**src/rtl/wb_arbiter2.sv**
```systemverilog
// wb_arbiter2: two-master round-robin Wishbone classic arbiter with stall watchdog
module wb_arbiter2 #(
  parameter int TIMEOUT = 255,
  parameter int TO_W    = 8
) (
  input  logic        wb_clk_i,
  input  logic        wb_rst_i,
  input  logic [31:0] m0_adr_i,
  input  logic [31:0] m0_dat_i,
  output logic [31:0] m0_dat_o,
  input  logic        m0_we_i,
  input  logic [3:0]  m0_sel_i,
  input  logic        m0_stb_i,
  input  logic        m0_cyc_i,
  output logic        m0_ack_o,
  output logic        m0_err_o,
  input  logic [31:0] m1_adr_i,
  input  logic [31:0] m1_dat_i,
  output logic [31:0] m1_dat_o,
  input  logic        m1_we_i,
  input  logic [3:0]  m1_sel_i,
  input  logic        m1_stb_i,
  input  logic        m1_cyc_i,
  output logic        m1_ack_o,
  output logic        m1_err_o,
  output logic [31:0] s_adr_o,
  output logic [31:0] s_dat_o,
  input  logic [31:0] s_dat_i,
  output logic        s_we_o,
  output logic [3:0]  s_sel_o,
  output logic        s_stb_o,
  output logic        s_cyc_o,
  input  logic        s_ack_i,
  output logic [1:0]  gnt_o
);
  typedef enum logic [1:0] {IDLE = 2'd0, G0 = 2'd1, G1 = 2'd2} state_t;
  localparam logic [TO_W-1:0] WD_MAX = TO_W'(TIMEOUT - 1);
  state_t          r_state, w_next;
  logic            r_last;
  logic [TO_W-1:0] r_wd;
  logic            r_err;
  logic            w_g0, w_g1, w_expire;
  assign w_g0     = r_state == G0;
  assign w_g1     = r_state == G1;
  assign gnt_o    = {w_g1, w_g0};
  assign s_adr_o  = w_g0 ? m0_adr_i : w_g1 ? m1_adr_i : '0;
  assign s_dat_o  = w_g0 ? m0_dat_i : w_g1 ? m1_dat_i : '0;
  assign s_we_o   = w_g0 ? m0_we_i  : w_g1 ? m1_we_i  : 1'b0;
  assign s_sel_o  = w_g0 ? m0_sel_i : w_g1 ? m1_sel_i : '0;
  assign s_stb_o  = w_g0 ? m0_stb_i : w_g1 ? m1_stb_i : 1'b0;
  assign s_cyc_o  = w_g0 ? m0_cyc_i : w_g1 ? m1_cyc_i : 1'b0;
  assign m0_ack_o = w_g0 & s_ack_i;
  assign m1_ack_o = w_g1 & s_ack_i;
  assign m0_dat_o = w_g0 ? s_dat_i : '0;
  assign m1_dat_o = w_g1 ? s_dat_i : '0;
  assign m0_err_o = w_g0 & r_err;
  assign m1_err_o = w_g1 & r_err;
  assign w_expire = (TIMEOUT != 0) && s_stb_o && !s_ack_i && (r_wd == WD_MAX);
  // next owner: idle grants by round-robin on a tie, owners release only by dropping cyc
  always_comb begin
    w_next = IDLE;
    if (r_state == IDLE)
      w_next = (m0_cyc_i && (!m1_cyc_i || r_last)) ? G0 : m1_cyc_i ? G1 : IDLE;
    else if (w_g0)
      w_next = m0_cyc_i ? G0 : IDLE;
    else if (w_g1)
      w_next = m1_cyc_i ? G1 : IDLE;
  end
  // state, last winner (1 = m1) and the stall watchdog
  always_ff @(posedge wb_clk_i) begin
    if (wb_rst_i) begin
      r_state <= IDLE;
      r_last  <= 1'b1;
      r_wd    <= '0;
      r_err   <= 1'b0;
    end else begin
      r_state <= w_next;
      if (r_state == IDLE && w_next != IDLE) r_last <= w_next == G1;
      r_wd    <= (w_expire || !s_stb_o || s_ack_i || TIMEOUT == 0) ? '0 : r_wd + TO_W'(1);
      r_err   <= w_expire;
    end
  end
endmodule

```
**config.mk**
```make
export PLATFORM = sky130hd
export DESIGN_NAME = wb_arbiter2
export DESIGN_NICKNAME = d
export VERILOG_FILES = /design/src/rtl/wb_arbiter2.sv
export SDC_FILE = /design/constraint.sdc
export NUM_CORES = 1
export LEC_CHECK = 0
export CAP_MARGIN = 20
export CORE_AREA = 2 2 123 125
export CTS_CLUSTER_SIZE = 40
export DETAILED_ROUTE_END_ITERATION = 12
export DIE_AREA = 0 0 125 127
export GPL_TIMING_DRIVEN = 0
export SYNTH_ARGS = -nofsm -noshare
export SYNTH_HDL_FRONTEND = slang
export SYNTH_SLANG_ARGS = --single-unit
```
**constraint.sdc**
```tcl
create_clock -name wb_clk_i -period 1.27 [get_ports wb_clk_i]
set_input_delay 0.1905 -clock wb_clk_i [delete_from_list [all_inputs] [get_ports wb_clk_i]]
set_output_delay 0.1905 -clock wb_clk_i [all_outputs]
set_load 0.1 [all_outputs]
```
Yosys cells after proc, flatten, opt, wreduce, memory -nomap -nowiden
Cells that the tools add are included.
- bits in registers: 12
- bits in latches: 0
- memory bits (writable): 0
- ROM bits: 0
- word-level logic and storage cells: 46
- memories: 0
- $add $sub $neg: 1
- multiply operators: 0
- divide/modulo/power cells: 0
- magnitude comparators: 0
- equal/unequal tests: 4
- shift operators: 0
- multiplexer cells: 20
- bitwise operators: 4
- reductions and logical operators: 13
- operators by type and width (operator ; number):
    32-bit two-way mux ; 6
    2-bit two-way mux ; 5
    8-bit by 1-bit adder with 8-bit output (second input constant) ; 1
    8-bit equality test (second input constant) ; 1
    4-bit two-way mux ; 2
    1-bit two-way mux ; 7
    1-bit AND ; 4
    2-bit equality test (second input constant) ; 2
    1-bit logical AND ; 4
    1-bit logical NOT ; 3
    1-bit logical OR ; 3
    2-bit by 1-bit equality test with 1-bit output (second input constant) ; 1
    2-bit logical NOT ; 1
    2-bit nonzero test ; 1
    2-bit OR reduction ; 1

Logic depth before layout (Yosys ltp)
Gate-level depths: netlist (run 1).
- word-level depth: 8
- depth in mapped cells: 5
- gate-level depth less buffers: 5

Least setup slack after synthesis (run 1)
OpenSTA, ideal clock, no wires.
- path type: reg2out
- start point: register r_state[0]
- end point: output s_adr_o[30]
- data arrival time: 1.732 ns
- setup slack: -0.652 ns
- stages on the path, launching flop included: 6
- cells stage by stage: dfxtp_1 > nor2b_1 > buf_2 > buf_4 > buf_2 > a22o_1
- word-level cells in the longest chain between the ends: 3
- RTL lines (element ; RTL line ; text):
    start: declaration ; 38 ; state_t r_state, w_next;
    start signal: assignment ; 77 ; r_state <= w_next;
    2-bit equality test ; 44 ; assign w_g1 = r_state == G1;
    32-bit two-way mux ; 46 ; assign s_adr_o = w_g0 ? m0_adr_i : w_g1 ? m1_adr_i : '0;
    32-bit two-way mux * ; 46 ;
    end: declaration ; 26 ; output logic [31:0] s_adr_o,
Mark *: on every way between the ends. The rest lies on a longest branch, timed or not.

Worst setup path in the final report (run 1)
- start point: register r_state[0]
- end point: output s_dat_o[12]
- word-level cells in the longest chain between the ends: 3
- RTL lines (element ; RTL line ; text):
    2-bit equality test ; 44 ;
    32-bit two-way mux ; 47 ; assign s_dat_o = w_g0 ? m0_dat_i : w_g1 ? m1_dat_i : '0;
    32-bit two-way mux * ; 47 ;
    end: declaration ; 27 ; output logic [31:0] s_dat_o,
Marked as above.

==> run metrics, run 1 <==
status=finished, violations left; failing checks=setup timing; Util after Layout=56.8%; DRT Wirelength=between 10000 and 15000 um; Crit Path Category=register to output port; post-synth cell types=30; first-pass GRT wire length=around 22000 um; Synth Net Count=between 400 and 500; XOR/XNOR share of the synthesized area=1.54%; Mapped Cells=approximately 230; top_reg_cell synth=dfxtp_1; Post-CTS Hold Fix Bufs=0; clk sink count=12; mux cell area share after synthesis=0%; Mapped Area=0.00170 mm^2; non-filler cells in the finished layout=752; Final ANT Viol Nets=0; DP HPWL=11100 um; complex-gate fraction of the synthesized area=between 30% and 40%; vias post-DR=3218; Pwr per Cell Area=699 mW/mm^2; Simple-Gate Fraction of Synth Area=around a third; CTS tree=yes; FFs w/ async S/R, synth=0%; Slew headroom=72.7%; Remaining Overflow, GRT=0; Post-Synth Adder-Cell Area=roughly 1.5%; Area Growth Syn to Fin=382%; Place WS=-1340 ps; # port buffers=317; total core area=0.0144 mm^2; number of synthesized flops with an enable pin=0; htree depth=1; Leak=3.44 nW; warnings from Yosys=0; row count=44; initial antenna violation count=0; Total Power=approximately 5.7 mW; worst-path maximum fanout=7; RePlAce Congestion=a little under 0.9; vias per inst=4.28; Final Net Count=748; largest family of logic cells by synthesized area=compound AO/OA/AOI/OAI gates; peak supply drop=0.457 mV; sequential fraction of the synthesis area=14.1%; Filler cells=around 1100; vias in the first global route=3461; Total GRT Usage=17.4%; Ant. Diodes=0; share of post-route cells with drive strength above 1=between 60 and 70%; pins over their slew limit=0; setup violators final=150; required time worst endpoint=1080 ps; setup ws final=-494 ps; DRT Pass-1 Iters=5; clock root buffer=clkbuf_16; Slew @ Worst Pin=around 410 ps; most frequent cells in the layout=176 x clkdlybuf4s50_1, 153 x buf_12, 70 x a22o_4; Clock Path Buffers=2; max cap viols=0; max frequency=about 570 MHz; DRC viols=0; clock-pin slew on the worst setup and hold paths=40 ps; Setup crit start kind=register; die height=127 um; Hold Violations, Final=0; Crit. End Element=output port; Initial Util=11.8%; WP data arrival=1570 ps; Worst-Skew Late Latency=240 ps; FF+latch count, synth=12; Setup Skew=1.79 ps; worst min-delay path class=register to register; hold slack=509 ps; routed len/inst=19.7 um; die area=0.0159 mm^2; Final period util=139%; largest net degree at the start of global routing=11; Num CTS Buffers=3; Final min period=around 1800 ps; commonest non-fill, non-tap cell in the layout=clkdlybuf4s50_1; RSZ-0062 raised after global routing=true; Iter 0 DRT Violations=72; I/O Pins=318; DP Cell Count=726; synthesized area per cell=roughly 7.6 um^2; Die W=roughly 130 um
==> metal layers <==
layer / up-vias / wire length (um) / global-route usage (%)
li1: 1525 / - / -
met1: 1535 / 5780 / 20.8
met2: 145 / 7980 / 32.8
met3: 13 / 835 / 2.93
met4: 0 / 197 / 3.20
met5: - / 0 / 0
==> kinds of logic after synthesis <==
family,count (synthesis)
compound gates,79
simple gates,98
xor+xnor,3
flops,12
fa+ha+maj,2
buf+inv,31
==> worst max-delay path, cell delays in order (launching register included) <==
cell     delay (ps)
dfxtp_4         340
nor2b_4         120
buf_8           140
buf_12          150
buf_12          140
a22o_4          270
buf_12          170
==> registers in the layout, summed over array words and instances (netlist names) <==
register	count
r_wd	8
r_state	2
r_err	1
r_last	1
==> timing repair <==
action                     in CTS  in global routing
pin swaps                      11                  9
setup buffers                   9                  2
resized for setup            1321                 24
setup endpoints to repair     143                151
gates cloned                   10                  4
==> power by group <==
group / switching (mW) / internal [mW] / leakage (nW)
Sequential: 0.00984 / 0.385 / 0.0987
Combinational: 2.59 / 2.10 / 3.30
Clock: 0.176 / 0.476 / 0.0442
==> metrics by stage <==
| stage | TNS (ps) | instance area (um^2) |
|---|---|---|
| floorplan | -11320 | 2630 |
| global placement | -173520 | 6030 |
| detailed placement | -175590 | 6030 |
| CTS | -63680 | 8040 |
| global route | -69300 | 8200 |
| finish | -62390 | 8200 |
==> final cells by class <==
type / count / area, um^2 / share of cell area, %
sequential: 12 / 248 / 3.02
multi-input combinational: 182 / 2160 / 26.4
timing repair buffer: 339 / 4960 / 60.5
buffer: 27 / 487 / 5.94
clock buffer: 4 / 88.8 / 1.08
inverter: 4 / 17.5 / 0.214
tap: 184 / 230 / 2.81
==> synth_stat cells, types with 2 or more instances <==
cell type	count	share of area (%)
nor2_1	2	0.44
nor3_1	8	2.4
clkbuf_2	2	0.59
nand3_1	5	1.5
buf_2	10	2.9
o21ai_0	2	0.59
clkbuf_1	10	2.2
dfxtp_1	12	14
and2_1	68	25
a31oi_1	2	0.74
nand4_1	2	0.74
a22o_1	70	36
xnor2_1	2	1.0
nand2b_1	2	0.74
inv_1	4	0.88
ha_1	2	1.5
nand2_1	4	0.88
buf_4	5	2.2
nand3b_1	2	0.88
==> path summary, 6_finish.rpt <==
kind	end	start	slack, ps	depth (start not counted)
setup / recovery	s_dat_o[12]	r_state[0]	-490	6
hold / removal	r_wd[0]	r_wd[0]	510	1
setup reg to reg	r_wd[1]	r_state[0]	-230	6
hold reg to reg	r_wd[0]	r_wd[0]	510	1
No activity file was read; power rests on OpenSTA's default activity.
==> inputs of run 2 (changes only) <==
--- a/config.mk
+++ b/config.mk
@@ -6,11 +6,15 @@
 export NUM_CORES = 1
 export LEC_CHECK = 0
 export CAP_MARGIN = 20
-export CORE_AREA = 2 2 123 125
+export CELL_PAD_IN_SITES_DETAIL_PLACEMENT = 1
+export CELL_PAD_IN_SITES_GLOBAL_PLACEMENT = 1
+export CORE_ASPECT_RATIO = 1.2
+export CORE_MARGIN = 2
+export CORE_UTILIZATION = 10
 export CTS_CLUSTER_SIZE = 40
 export DETAILED_ROUTE_END_ITERATION = 12
-export DIE_AREA = 0 0 125 127
 export GPL_TIMING_DRIVEN = 0
+export PLACE_DENSITY_LB_ADDON = 0.1
 export SYNTH_ARGS = -nofsm -noshare
 export SYNTH_HDL_FRONTEND = slang
 export SYNTH_SLANG_ARGS = --single-unit
==> run metrics, run 2 (synthesized netlist as in run 1, its figures left out) <==
status=finished, violations left; failing checks=setup timing; required time worst endpoint=1080 ps (about the same); Final ANT Viol Nets=0 (unchanged); Slew headroom=77.0% (+4.3 points); Pwr per Cell Area=698 mW/mm^2 (-0.11%); hold endpoint=r_state[1]; max cap viols=0 (unchanged); Final min period=1750 ps (-9.95 ps); first-pass GRT wire length=22200 um (+1.8%); htree depth=1 (unchanged); Total Power=5.66 mW (-1.2%); Crit. End Element=output port; clk sink count=12 (unchanged); peak supply drop=0.507 mV (+11%); DRT Pass-1 Iters=4 (-1); die area=0.0181 mm^2 (+14%); Total GRT Usage=16.1% (-1.3 points); DRC viols=0 (unchanged); routed len/inst=21.2 um (+7.6%); commonest non-fill, non-tap cell in the layout=clkdlybuf4s50_1; Leak=3.39 nW (-1.6%); Place WS=-1340 ps (+4.12 ps); initial antenna violation count=0 (unchanged); I/O Pins=318 (unchanged); area used by multi-input combinational logic=0.00218 mm^2 (+0.52%); vias in the first global route=3414 (-1.4%); critical register-to-register path startpoint=r_state[0]; RSZ-0062 raised after global routing=true; CTS tree=yes; # port buffers=317 (unchanged); worst min-delay path class=register to register; slowest stage delay, CP=340 ps (about the same); vias post-DR=3218 (unchanged); Crit Path Category=register to output port; max reg flops=8 (unchanged); WHS Path Cells=1 (unchanged); largest net degree at the start of global routing=11 (unchanged); largest reg by FF count=r_wd; DP HPWL=13000 um (+17%); non-filler cells in the finished layout=778 (+3.5%); vias per inst=4.14 (-3.3%); setup ws final=-484 ps (+9.95 ps); Num CTS Buffers=3 (unchanged); Worst Setup SP=r_state[0]; most frequent cells in the layout=176 x clkdlybuf4s50_1, 153 x buf_12, 70 x a22o_4; design area=0.00811 mm^2 (-1.1%); placed cell area=0.00607 mm^2 (+0.66%); Setup Skew=4.57 ps (+2.77 ps); max frequency=570 MHz (+0.57%); critical path's top delay family=buffers and inverters; share of post-route cells with drive strength above 1=60.5% (-0.42 points); Worst Path Buf+Inv=4 (unchanged); clock-pin slew on the worst setup and hold paths=40 ps (about the same); RePlAce Congestion=0.770 (-12%); r2r endpoint=r_wd[1]; clock root buffer=clkbuf_16; Initial Util=10.1% (-1.7 points); Die W=123 um (-1.5%); cells along the critical path=nor2b_4, buf_6, buf_12, clkbuf_8, a22o_4, buf_12; Slew @ Worst Pin=344 ps (-65.2 ps); setup TNS=-61450 ps (+935 ps); Worst-Skew Late Latency=240 ps (about the same); Post-CTS Hold Fix Bufs=0 (unchanged); Hold Violations, Final=0 (unchanged); Final period util=138% (-0.78 points); Area Growth Syn to Fin=376%; total core area=0.0168 mm^2 (+16%); largest registers=r_wd (8), r_state (2); most used cell, CP=buf_12; WP data arrival=1560 ps (about the same); die height=147 um (+16%); Filler cells=1682 (+47%); pins over their slew limit=0 (unchanged); hold slack=499 ps (-9.98 ps); worst-case reg-to-reg path depth=6 (unchanged); Util after Layout=48.3% (-8.5 points); slowest CP cell=dfxtp_4; row count=52 (+18%); Final Net Count=742 (-0.80%); Iter 0 DRT Violations=76 (+5.6%); worst-path maximum fanout=10 (+3); Setup crit start kind=register; Remaining Overflow, GRT=0 (unchanged); DRT Wirelength=16500 um (+11%); Clock Path Buffers=2 (unchanged); Ant. Diodes=0 (unchanged); reg-to-reg setup timing slack=-180 ps (+50 ps); setup violators final=150 (unchanged); DP Cell Count=758 (+4.4%); Reg area=248 um^2 (unchanged); worst hold start=r_last
run 2: changes by cell type in the layout (fill, tap and decap cells not counted), sizes merged:
cell / change
clkbuf: -4
bufbuf: +1
buf: -3
run 2: worst max path at each step:
stage | cells past startpoint | slack (ps) | endpoint
6_report | 6 | -480 | s_adr_o[9]
5_1_grt | 7 | -530 | m0_dat_o[19]
3_3_place_gp | 6 | -1330 | m0_dat_o[4]
3_5_place_dp | 6 | -1340 | s_adr_o[22]
4_1_cts | 6 | -490 | s_adr_o[9]
2_1_floorplan | 5 | -160 | s_dat_o[10]
run 2: area by class of cell:
type | instances | area share [%]
Clock buffer | 4 | 1.10
Tap cell | 216 | 3.33
Timing Repair Buffer | 333 | 59.6
Inverter | 4 | 0.185
Multi-Input combinational cell | 182 | 26.8
Buffer | 27 | 5.86
Sequential cell | 12 | 3.06
run 2: metal layers:
layer	vias to the layer above	wire length [um]	track usage (%)
li1	1515	-	-
met1	1568	5150	16.0
met2	127	9940	33.8
met3	8	1300	3.57
met4	0	70	1.53
met5	-	0	0
run 2: repair_timing:
action	in CTS	in global routing
gates cloned	3	4
pin swaps	6	19
gates resized for setup	1231	102
setup endpoints to repair	148	150
setup buffers	5	4
run 2: report_power, final:
part           internal [mW]  total [mW]  switching (mW)  leakage [nW]
Clock                  0.475       0.641           0.165        0.0442
Sequential             0.385       0.393         0.00837        0.0987
Combinational           2.05        4.62            2.57          3.24
Total                   2.91        5.66            2.75          3.39
